### src/rtl/pc_pkg.sv
// Shared encodings for the PC redirect register: FSM states, redirect kinds, default vectors.
// Latency: n/a (declarations only).
// Backpressure: n/a.
package pc_pkg;

  typedef enum logic [1:0] {
    ST_BOOT = 2'd0,
    ST_RUN  = 2'd1,
    ST_HALT = 2'd2
  } pc_state_t;

  typedef enum logic [1:0] {
    RK_NONE = 2'd0,
    RK_BR   = 2'd1,
    RK_JMP  = 2'd2,
    RK_EXC  = 2'd3
  } redir_kind_t;

  localparam int          DEF_WIDTH        = 32;
  localparam int          DEF_STEP         = 4;
  localparam logic [31:0] DEF_RESET_VECTOR = 32'h0040_0000;
  localparam logic [31:0] DEF_EXC_VECTOR   = 32'h0040_0004;

endpackage

### src/rtl/pc_redirect_buf.sv
// One-entry pending-redirect buffer holding a {kind, target} pair captured while stalled.
// Latency: written on the edge of the request, readable the following cycle.
// Backpressure: none; a newer write overwrites unless a held EXC would be displaced by a non-EXC.
// Ports: i_clk/i_rst (sync, active-high), i_clr empties, i_wr_vld/i_wr_kind/i_wr_tgt write,
//        o_vld/o_kind/o_tgt expose the held entry.
module pc_redirect_buf
  import pc_pkg::*;
#(
  parameter int WIDTH = DEF_WIDTH
) (
  input  logic             i_clk,
  input  logic             i_rst,
  input  logic             i_clr,
  input  logic             i_wr_vld,
  input  logic [1:0]       i_wr_kind,
  input  logic [WIDTH-1:0] i_wr_tgt,
  output logic             o_vld,
  output logic [1:0]       o_kind,
  output logic [WIDTH-1:0] o_tgt
);

  logic             r_vld;
  redir_kind_t      r_kind;
  logic [WIDTH-1:0] r_tgt;
  logic             w_accept;

  // A held exception is sticky against anything weaker than another exception.
  assign w_accept = !(r_vld && (r_kind == RK_EXC) && (i_wr_kind != RK_EXC));

  always_ff @(posedge i_clk) begin
    if (i_rst) begin
      r_vld  <= 1'b0;
      r_kind <= RK_NONE;
      r_tgt  <= '0;
    end else if (i_clr) begin
      r_vld  <= 1'b0;
      r_kind <= RK_NONE;
    end else if (i_wr_vld && w_accept) begin
      r_vld  <= 1'b1;
      r_kind <= redir_kind_t'(i_wr_kind);
      r_tgt  <= i_wr_tgt;
    end
  end

  assign o_vld  = r_vld;
  assign o_kind = r_kind;
  assign o_tgt  = r_tgt;

endmodule

### src/rtl/pc_redirect_reg.sv
// Program counter with prioritised redirects (EXC > JMP > BR > +STEP), stall buffering and BOOT/RUN/HALT gating.
// Latency: one cycle from redirect request to PC; a buffered redirect lands one cycle after the first EN=1 cycle.
// Backpressure: EN=0 stalls the PC; one non-exception redirect is held until EN returns; EXC is never stalled.
// Ports: CLK/RST (sync, active-high); EN stall control; BR_*/JMP_* redirect requests; EXC_VALID exception;
//        HALT_REQ/RESUME halt control; PC, PC_PLUS (comb), EPC, FETCH_VALID, MISALIGN, STATE outputs.
module pc_redirect_reg
  import pc_pkg::*;
#(
  parameter int               WIDTH        = DEF_WIDTH,
  parameter int               STEP         = DEF_STEP,
  parameter logic [WIDTH-1:0] RESET_VECTOR = WIDTH'(DEF_RESET_VECTOR),
  parameter logic [WIDTH-1:0] EXC_VECTOR   = WIDTH'(DEF_EXC_VECTOR)
) (
  input  logic             CLK,
  input  logic             RST,
  input  logic             EN,
  input  logic             BR_VALID,
  input  logic [WIDTH-1:0] BR_TARGET,
  input  logic             JMP_VALID,
  input  logic [WIDTH-1:0] JMP_TARGET,
  input  logic             EXC_VALID,
  input  logic             HALT_REQ,
  input  logic             RESUME,
  output logic [WIDTH-1:0] PC,
  output logic [WIDTH-1:0] PC_PLUS,
  output logic [WIDTH-1:0] EPC,
  output logic             FETCH_VALID,
  output logic             MISALIGN,
  output logic [1:0]       STATE
);

  pc_state_t        r_state;
  logic [WIDTH-1:0] r_pc;
  logic [WIDTH-1:0] r_epc;
  logic             r_fetch_vld;
  logic             r_misalign;

  logic             w_run_free;
  logic [1:0]       w_live_kind;
  logic [WIDTH-1:0] w_live_tgt;
  logic             w_buf_wr;
  logic             w_buf_clr;
  logic             w_apply_buf;
  logic             w_apply_tgt;
  logic [WIDTH-1:0] w_tgt_raw;
  logic [WIDTH-1:0] w_pc_plus;
  logic             w_buf_vld;
  logic [1:0]       w_buf_kind;
  logic [WIDTH-1:0] w_buf_tgt;

  always_comb begin
    w_pc_plus   = r_pc + WIDTH'(STEP);
    // RUN with neither an exception nor a halt request: the only case where BR/JMP matter.
    w_run_free  = (r_state == ST_RUN) && !EXC_VALID && !HALT_REQ;
    w_live_kind = JMP_VALID ? RK_JMP : (BR_VALID ? RK_BR : RK_NONE);
    w_live_tgt  = JMP_VALID ? JMP_TARGET : BR_TARGET;
    w_buf_wr    = w_run_free && !EN && (w_live_kind != RK_NONE);
    // The held redirect takes precedence over live BR/JMP on the first enabled cycle.
    w_apply_buf = w_run_free && EN && w_buf_vld && (w_buf_kind != RK_NONE);
    w_apply_tgt = w_apply_buf || (w_run_free && EN && (w_live_kind != RK_NONE));
    w_tgt_raw   = w_apply_buf ? w_buf_tgt : w_live_tgt;
    w_buf_clr   = w_apply_buf || (EXC_VALID && (r_state != ST_BOOT));
  end

  pc_redirect_buf #(.WIDTH(WIDTH)) u_buf (
    .i_clk     (CLK),
    .i_rst     (RST),
    .i_clr     (w_buf_clr),
    .i_wr_vld  (w_buf_wr),
    .i_wr_kind (w_live_kind),
    .i_wr_tgt  (w_live_tgt),
    .o_vld     (w_buf_vld),
    .o_kind    (w_buf_kind),
    .o_tgt     (w_buf_tgt)
  );

  always_ff @(posedge CLK) begin
    if (RST) begin
      r_state     <= ST_BOOT;
      r_pc        <= RESET_VECTOR;
      r_epc       <= '0;
      r_fetch_vld <= 1'b0;
      r_misalign  <= 1'b0;
    end else begin
      r_misalign <= 1'b0;
      case (r_state)
        ST_BOOT: begin
          r_state     <= ST_RUN;
          r_fetch_vld <= 1'b1;
        end
        ST_RUN: begin
          if (EXC_VALID) begin
            r_pc  <= EXC_VECTOR;
            r_epc <= r_pc;
          end else if (HALT_REQ) begin
            r_state     <= ST_HALT;
            r_fetch_vld <= 1'b0;
          end else if (EN) begin
            if (w_apply_tgt) begin
              r_pc       <= {w_tgt_raw[WIDTH-1:2], 2'b00};
              r_misalign <= |w_tgt_raw[1:0];
            end else begin
              r_pc <= w_pc_plus;
            end
          end
        end
        ST_HALT: begin
          if (EXC_VALID) begin
            r_state     <= ST_RUN;
            r_fetch_vld <= 1'b1;
            r_pc        <= EXC_VECTOR;
            r_epc       <= r_pc;
          end else if (RESUME) begin
            r_state     <= ST_RUN;
            r_fetch_vld <= 1'b1;
          end
        end
        default: begin
          r_state     <= ST_BOOT;
          r_fetch_vld <= 1'b0;
        end
      endcase
    end
  end

  assign PC          = r_pc;
  assign PC_PLUS     = w_pc_plus;
  assign EPC         = r_epc;
  assign FETCH_VALID = r_fetch_vld;
  assign MISALIGN    = r_misalign;
  assign STATE       = r_state;

endmodule

### config.mk
export PLATFORM = sky130hd
export DESIGN_NAME = pc_redirect_reg
export DESIGN_NICKNAME = d
export VERILOG_FILES = /design/src/rtl/pc_pkg.sv /design/src/rtl/pc_redirect_buf.sv /design/src/rtl/pc_redirect_reg.sv
export SDC_FILE = /design/constraint.sdc
export NUM_CORES = 1
export LEC_CHECK = 0
export BUFFER_PORTS_ARGS = -buffer_cell sky130_fd_sc_hd__buf_2
export CAP_MARGIN = 20
export CORE_ASPECT_RATIO = 1.2
export CORE_MARGIN = 3
export CORE_UTILIZATION = 45
export DETAILED_ROUTE_END_ITERATION = 10
export GPL_ROUTABILITY_DRIVEN = 0
export PLACE_DENSITY = 0.72
export SETUP_SLACK_MARGIN = 0.2
export SYNTH_ARGS = -nofsm -noshare
export SYNTH_HDL_FRONTEND = slang
export SYNTH_SLANG_ARGS = --single-unit
export TNS_END_PERCENT = 10
### constraint.sdc
create_clock -name CLK -period 6.3 [get_ports CLK]
set_input_delay 1.26 -clock CLK [delete_from_list [all_inputs] [get_ports CLK]]
set_output_delay 1.26 -clock CLK [all_outputs]
set_load 0.005 [all_outputs]
Word level (Yosys, flattened, before mapping)
Cells that the tools add are included.
- mux-type cells: 20
- shifts and indexed selects: 0
- div/mod/pow operators: 0
- reduce and logical (&&, ||, !) cells: 31
- $mul: 0
- bitwise operators: 4
- $add $sub $neg: 1
- equality and inequality tests: 10
- $lt $le $gt $ge: 0
- operator list (operator ; number):
    32-bit 2-to-1 mux ; 7
    32-bit one-hot mux with 2 select lines ; 1
    32-bit by 3-bit adder with 32-bit output, second input constant ; 1
    1-bit logical AND ; 12
    2-bit 2-to-1 mux ; 5
    3-bit inequality test, second input constant ; 3
    2-bit inequality test, second input constant ; 4
    2-bit nonzero test ; 4
    2-bit one-hot mux with 3 select lines ; 1
    2-bit OR reduction ; 3
    6-bit OR reduction ; 1
    1-bit 2-to-1 mux ; 5
    2-bit equality test, second input constant ; 2
    1-bit logical NOT ; 4
    1-bit NOT ; 4
    2-bit AND reduction ; 2
    4-bit AND reduction ; 1
    1-bit one-hot mux with 3 select lines ; 1
    3-bit AND reduction ; 1
    2-bit by 1-bit equality test with 1-bit output, second input constant ; 1
    2-bit logical NOT ; 1
    1-bit logical OR ; 2
- register bits after elaboration: 103
- bits in read-only memories: 0
- RAM bits: 0
- memories kept: 0
- word-level logic and storage cells: 74
- bits in latches: 0
- input bits: 72

Logic depth before layout (Yosys ltp)
Gate-level depths: netlist of the first run.
- depth in word-level cells: 12
- mapped depth: 11
- gate-level depth less buffers: 7

Modules after synthesis
Synthesis of the first run repeated with hierarchy kept, for this count alone.
- cells, all modules: 666
- area total of the unflattened synthesis: 5880.6 µm²
- by module, submodules not included (module ; seq. area each (µm²) ; cells an instance ; times used ; area each (µm²)):
    pc_redirect_reg ; 1261.2 ; 512 ; 1 ; 4281.6
    pc_redirect_buf ; 700.7 ; 154 ; 1 ; 1599.0

Least setup slack after synthesis of the first run
OpenSTA, ideal clock, no wires.
- kind: register to output
- start point: register r_pc[2] (netlist: PC[2])
- end point: output port PC_PLUS[26]
- path slack: 2987 ps
- data required time: 5040 ps
- stages on the path, launching flop included: 8
- data arrival time: 2053 ps
- cell sequence: dfxtp_1 -> ha_1 -> and3_1 -> clkbuf_1 -> nand2_2 -> or4_4 -> o21a_1 -> or2_2
- word-level cells in the longest chain between the ends: 1
- RTL lines (what ; line ; source):
    from (decl) ; pc_redirect_reg.sv:33 ; logic [WIDTH-1:0] r_pc;
    from (signal assigned) ; pc_redirect_reg.sv:100 ; r_pc <= {w_tgt_raw[WIDTH-1:2], 2'b00};
    from (signal assigned) ; pc_redirect_reg.sv:103 ; r_pc <= w_pc_plus;
    32-bit by 3-bit adder with 32-bit output ; pc_redirect_reg.sv:52 ; w_pc_plus = r_pc + WIDTH'(STEP);
    to (decl) ; pc_redirect_reg.sv:25 ; output logic [WIDTH-1:0] PC_PLUS,
Every way passes these cells.

Worst setup path after layout of the first run
- start point: register r_pc[9] (netlist: PC[9])
- end point: output port PC_PLUS[29]
Same word-level chain as after synthesis.

==> results of run 1 <==
power breakdown:
group / switching, mW / internal (mW)
registers: 0.0289 / 0.646
clock network: 0.230 / 0.338
logic: 0.275 / 0.165
total: 0.534 / 1.15
layer usage:
metal	vias up	routed length, µm
met5	-	0
met4	0	354
met3	26	1100
met2	204	7270
met1	2438	6610
li1	2552	-
cell usage in the layout (no fill, tap or decap), types with 6 or more instances in the layout:
| cell | count |
|---|---|
| inv_1 | 17 |
| dfxtp_1 | 98 |
| nand4_1 | 6 |
| mux2i_1 | 37 |
| o221ai_1 | 11 |
| clkbuf_16 | 9 |
| a21o_1 | 8 |
| a211oi_1 | 22 |
| a21oi_1 | 43 |
| xnor2_1 | 15 |
| nor3_1 | 13 |
| o21ai_0 | 14 |
| nor2_1 | 52 |
| xor2_1 | 7 |
| nor4_1 | 7 |
| buf_2 | 165 |
| conb_1 | 6 |
| nand3_1 | 14 |
| nand2b_1 | 6 |
| a31oi_1 | 10 |
| or4_1 | 6 |
| mux2_2 | 16 |
| nand2_1 | 88 |
how the worst max path moves through the flow:
| stage | startpoint | end | slack [ns] | depth (start not counted) |
|---|---|---|---|---|
| after global placement | JMP_VALID | u_buf.o_tgt[10] | 2.28 | 6 |
| after floorplan | PC[2] | PC_PLUS[26] | 2.99 | 7 |
| after global routing | PC[9] | PC_PLUS[29] | 1.78 | 6 |
| after CTS | PC[9] | PC_PLUS[29] | 2.10 | 6 |
| after detailed placement | JMP_VALID | u_buf.o_tgt[3] | 2.09 | 6 |
| final | PC[9] | PC_PLUS[29] | 2.09 | 6 |
sequential cells by signal (all words and copies together), names as in the netlist:
signal        flops
u_buf.o_tgt      32
EPC              30
PC               30
u_buf.o_kind      2
FETCH_VALID       1
MISALIGN          1
STATE             1
u_buf.o_vld       1
worst register-to-register path, delay by kind of cell, from the launching register on:
family          cells  cell delay [ns]
simple gates        2             1.21
compound gates      3             0.96
fa+ha+maj           1             0.38
flops               1             0.33
buf+inv             1             0.13
cells by family (layout without fill, tap and decap cells):
group | count (synthesis) | in the layout | synth area share (%)
DFF | 98 | 98 | 37.1
AOI/OAI and AO/OA | 158 | 158 | 21.0
and+or+nand+nor | 227 | 227 | 20.4
other | 1 | 6 | 0.0709
muxes | 53 | 53 | 10.4
adders and majority gates | 5 | 5 | 1.18
buffers and inverters | 74 | 204 | 6.22
xor gates and xnor gates | 22 | 22 | 3.64
final cells by class:
| cell class | instances | area, µm² |
|---|---|---|
| clock buffers | 13 | 270 |
| clock inverters | 2 | 35.0 |
| fillers | 1071 | 4770 |
| inverters | 17 | 63.8 |
| multi-input cells | 471 | 3030 |
| flip-flops and latches | 98 | 1960 |
| well taps | 154 | 193 |
| repair buffers | 172 | 918 |
==> results.txt, run 1 <==
Status -> completed
Slew HR -> 32.2%
Crit path required time -> 5.04 ns
Crit-path max FO -> 20
Ant diodes -> 0
Most used DFF post-synth -> dfxtp_1
Inst Count DP -> 910
Worst Tran Pin Value -> 1.02 ns
YS warnings -> 0
Worst hold start -> EPC[11]
Clk Latency, worst-skew pair -> 0.34 ns
Sequential fraction of the synthesis area -> 37.1%
Yosys cell types -> 62
WHS Path Cells -> 2
Detailed Route WL -> 15,300 µm
MaxCap Viol Count -> 0
Die ar. -> 13,100 µm²
Hold path endpoint -> EPC[11]
Async SR Flop Fraction -> 0%
Share of layout cells above drive strength 1 -> 28.2%
Final Setup Violations -> 0
Pleak -> 2.74 nW
I/O Buffers -> 165
Post-CTS sizing -> 0
Final ANT Viol Nets -> 0
Area grow syn2layout -> 22.3%
1st-iter DRT viols -> 306
Peak supply drop -> 0.000192 V
Via count -> 5,220
CP Cell Sequence -> and4_1, nand3_1, nor4_1, nand2_1, xnor2_1, buf_2
RSZ-0062 raised after global routing -> false
Count leader, synth -> dfxtp_1
Worst setup margin -> 2.09 ns
Top-area cell type share of the netlist area -> 37.1%
Final period util -> 66.8%
#FFs+latches synth -> 98
Grt total ovfl -> 0
Starting Density -> 47.1%
FF-to-FF path depth -> 7
Area leader, netlist -> dfxtp_1
Htree depth -> 3
Die X -> 105 µm
Fmax -> 238 MHz
Worst-path clk slew -> 0.06 ns
Total track usage -> 22.6%
Initial antenna violation count -> 0
CTS Buffer Depth -> 2
I/O pins -> 172
Hold Vio Cnt, Final -> 0
R2R setup slack -> 3.21 ns
Cts bufs inserted -> 9
Vias in the first global route -> 4,871
Post-route cell area -> 6470 µm²
GR Util met3 -> 3.99%
Pwr Density -> 260 nW/µm²
Grt met2 use -> 37.1%
Mapped cell area -> 5290 µm²
Worst Skew -> 0.00505 ns
Pre-antenna DRT Iters -> 5
Final hold slack -> 0.450 ns
CTS tree -> done
CTS hold repair buffers -> 0
Via density -> 5.63
Worst path top cell family by delay -> simple AND/OR/NAND/NOR gates
CP max stage delay -> 0.96 ns
DRC violations left -> 0
Origin of the critical flop-to-flop path -> STATE[1]
Total power -> 1.68 mW
WP data arrival -> 2.95 ns
GRT met1 Usage -> 29.3%
Post-synth top cells -> dfxtp_1, nand2_1, nor2_1
Cells after synthesis -> 638
Placed Area -> 6110 µm²
Post-synth EDFFs -> 0
Core Region -> 11,200 µm²
First-pass GRT wire length -> 24,400 µm
Largest net degree at the start of global routing -> 74
Crit end category -> output pin
Final Util -> 57.6%
Worst path bufs/invs -> 1
Pins Over Slew Limit -> 0
Slowest cell on the critical path -> nor4_1
FF-to-FF End -> PC[27]
Top Usage Layer GRT -> met2
Fin crit period -> 4.21 ns
HP Class -> register to register
Row Count -> 42
Sink Count -> 98
Crit start category -> register
Post-DP HPWL -> 11,000 µm
CTS root buf -> clkbuf_16
Kind of critical path -> register to output pin
Mean post-synth cell area -> 8.29 µm²
Largest cells by area after synthesis -> dfxtp_1, mux2i_1, nand2_1
Die height -> 125 µm
# nets final -> 846
Layout Cells excl Fill -> 927
Worst slack, placed -> 2.09 ns
Setup TNS -> 0 ns
Post-CTS setup repair buffer count -> 0
Wire per inst -> 16.5 µm
(Power assumes the default switching activity.)
==> run 2: changes to the inputs <==
--- a/config.mk
+++ b/config.mk
@@ -12,7 +12,7 @@
 export CORE_UTILIZATION = 45
 export DETAILED_ROUTE_END_ITERATION = 10
 export GPL_ROUTABILITY_DRIVEN = 0
-export PLACE_DENSITY = 0.72
+export PLACE_DENSITY = 0.75
 export SETUP_SLACK_MARGIN = 0.2
 export SYNTH_ARGS = -nofsm -noshare
 export SYNTH_HDL_FRONTEND = slang
==> constraint.sdc (replaced) <==
create_clock -name CLK -period 3.45 [get_ports CLK]
set_input_delay 0.69 -clock CLK [delete_from_list [all_inputs] [get_ports CLK]]
set_output_delay 0.69 -clock CLK [all_outputs]
set_load 0.005 [all_outputs]
==> run 2 against run 1 <==
Effect of this change:
- non-clock buffer count rose by 9
- sequential power up 82%
- sequential share of layout area decreased by 0.45 points
- critical endpoint is now PC_PLUS[26]
- largest cell class unchanged
==> results.txt, run 2 (same netlist as run 1, synthesis figures left out) <==
Status -> completed
Share of layout cells above drive strength 1 -> 29.9%
Fin crit period -> 3.27 ns
Crit-path max FO -> 8
Post-DP HPWL -> 11,500 µm
Grt met2 use -> 38.5%
Total power -> 3.20 mW
Sw frac -> 30.9%
Crit path required time -> 2.76 ns
Die height -> 125 µm
Peak supply drop -> 0.000307 V
Combinational Power Share -> 26.0%
Pre-antenna DRT Iters -> 5
Post-CTS setup repair buffer count -> 0
Slowest cell on the critical path -> or4_4
Htree depth -> 3
Final Setup Violations -> 0
Total track usage -> 23.0%
I/O pins -> 172
Fmax -> 306 MHz
Crit start category -> register
Wire per inst -> 16.7 µm
Die X -> 105 µm
Max FFs per register -> 32
Largest net degree at the start of global routing -> 48
First-pass GRT wire length -> 24,800 µm
Grt total ovfl -> 0
CTS Buffer Depth -> 2
Hold Vio Cnt, Final -> 0
Pins Over Slew Limit -> 0
Worst Tran Pin Value -> 0.902 ns
Pwr Density -> 487 nW/µm²
Cts bufs inserted -> 9
Final hold slack -> 0.451 ns
MaxCap Viol Count -> 0
Worst-path clk slew -> 0.06 ns
I/O Buffers -> 165
CTS hold repair buffers -> 0
Internal power -> 2.21 mW
Kind of critical path -> register to output pin
WP data arrival -> 2.58 ns
HP Class -> register to register
Row Count -> 42
CTS tree -> done
GRT met1 Usage -> 29.1%
Top Usage Layer GRT -> met2
Clk Latency, worst-skew pair -> 0.34 ns
Ant diodes -> 0
Most common cell after layout, fill and taps aside -> buf_2
Crit end category -> output pin
Most frequent cells in the layout -> buf_2, dfxtp_1, nand2_1
Pleak -> 2.79 nW
Sink Count -> 98
Area grow syn2layout -> 24.4%
Clk pwr share -> 35.7%
Sequential share of power -> 38.3%
DRC violations left -> 0
Via density -> 5.61
Setup TNS -> 0 ns
CP Cell Sequence -> nand4_1, or2_0, or4_4, o21a_1, or2_2, buf_2
# nets final -> 855
GR Util met3 -> 3.94%
Via count -> 5,252
CTS root buf -> clkbuf_16
Sw power -> 0.991 mW
Vias in the first global route -> 4,980
Final ANT Viol Nets -> 0
Worst Skew -> 0.00635 ns
RSZ-0062 raised after global routing -> true
1st-iter DRT viols -> 328
Initial antenna violation count -> 0
Die ar. -> 13,100 µm²
Detailed Route WL -> 15,600 µm
Slew HR -> 39.9%
CP max stage delay -> 0.57 ns
Starting Density -> 47.1%
Core Region -> 11,200 µm²
Final period util -> 94.8%
run 2: cell types whose count changed in the layout (fill, tap and decap cells not counted), moves of 2 or more:
cell	change
buf_4	+9
bufinv_16	+2
clkbuf_8	-2
dfxtp_1	-3
dfxtp_2	+3
run 2: power groups by stage:
stage | Clock (mW) | Sequential (mW) | Combinational, mW
2_1_floorplan | 0 | 1.24 | 0.531
3_3_place_gp | 0 | 1.24 | 0.775
3_5_place_dp | 0 | 1.25 | 0.789
4_1_cts | 1.16 | 1.23 | 0.798
5_1_grt | 1.20 | 1.23 | 0.916
6_report | 1.14 | 1.23 | 0.835
run 2: cell type report:
type	count	area, µm²
Clock buffer	10	239
Clock inverter	5	103
Fill cell	1073	4660
Inverter	17	63.8
Multi-Input combinational cell	471	3040
Sequential cell	98	1970
Tap cell	154	193
Timing Repair Buffer	181	978
run 2: metrics by stage:
stage / util [%] / instances / instance area [µm²] / worst slack (ns)
2_1_floorplan: - / 643 / 5310 / 0.707
3_3_place_gp: 55.1 / 920 / 6200 / 0.564
3_5_place_dp: 55.1 / 920 / 6200 / 0.458
4_1_cts: 58.2 / 935 / 6550 / 0.211
5_1_grt: 58.5 / 936 / 6580 / 0.0824
6_report: 58.5 / 936 / 6580 / 0.181
run 2: final timing paths:
kind / cells past startpoint / start / to / slack (ns)
setup / recovery: 6 / PC[19] / PC_PLUS[26] / 0.18
hold / removal: 2 / EPC[26] / EPC[26] / 0.45
setup reg to reg: 8 / STATE[1] / PC[27] / 0.81
hold reg to reg: 2 / EPC[26] / EPC[26] / 0.45
run 2: critical path: cells and delay by family, from the launching register on:
family          cells  cell delay, ns
buf+inv             1            0.14
compound gates      1            0.20
simple gates        4            1.42
flops               1            0.48
run 2: what timing repair did:
action                                  in CTS  in global routing
pin swaps                                    0                  0
gates resized for setup                      5                  1
endpoints found under the setup margin       1                  7
run 2: routing by layer:
| metal | vias up | wire [µm] |
|---|---|---|
| met4 | 0 | 423 |
| li1 | 2568 | - |
| met2 | 218 | 7510 |
| met3 | 26 | 1060 |
| met5 | - | 0 |
| met1 | 2440 | 6630 |
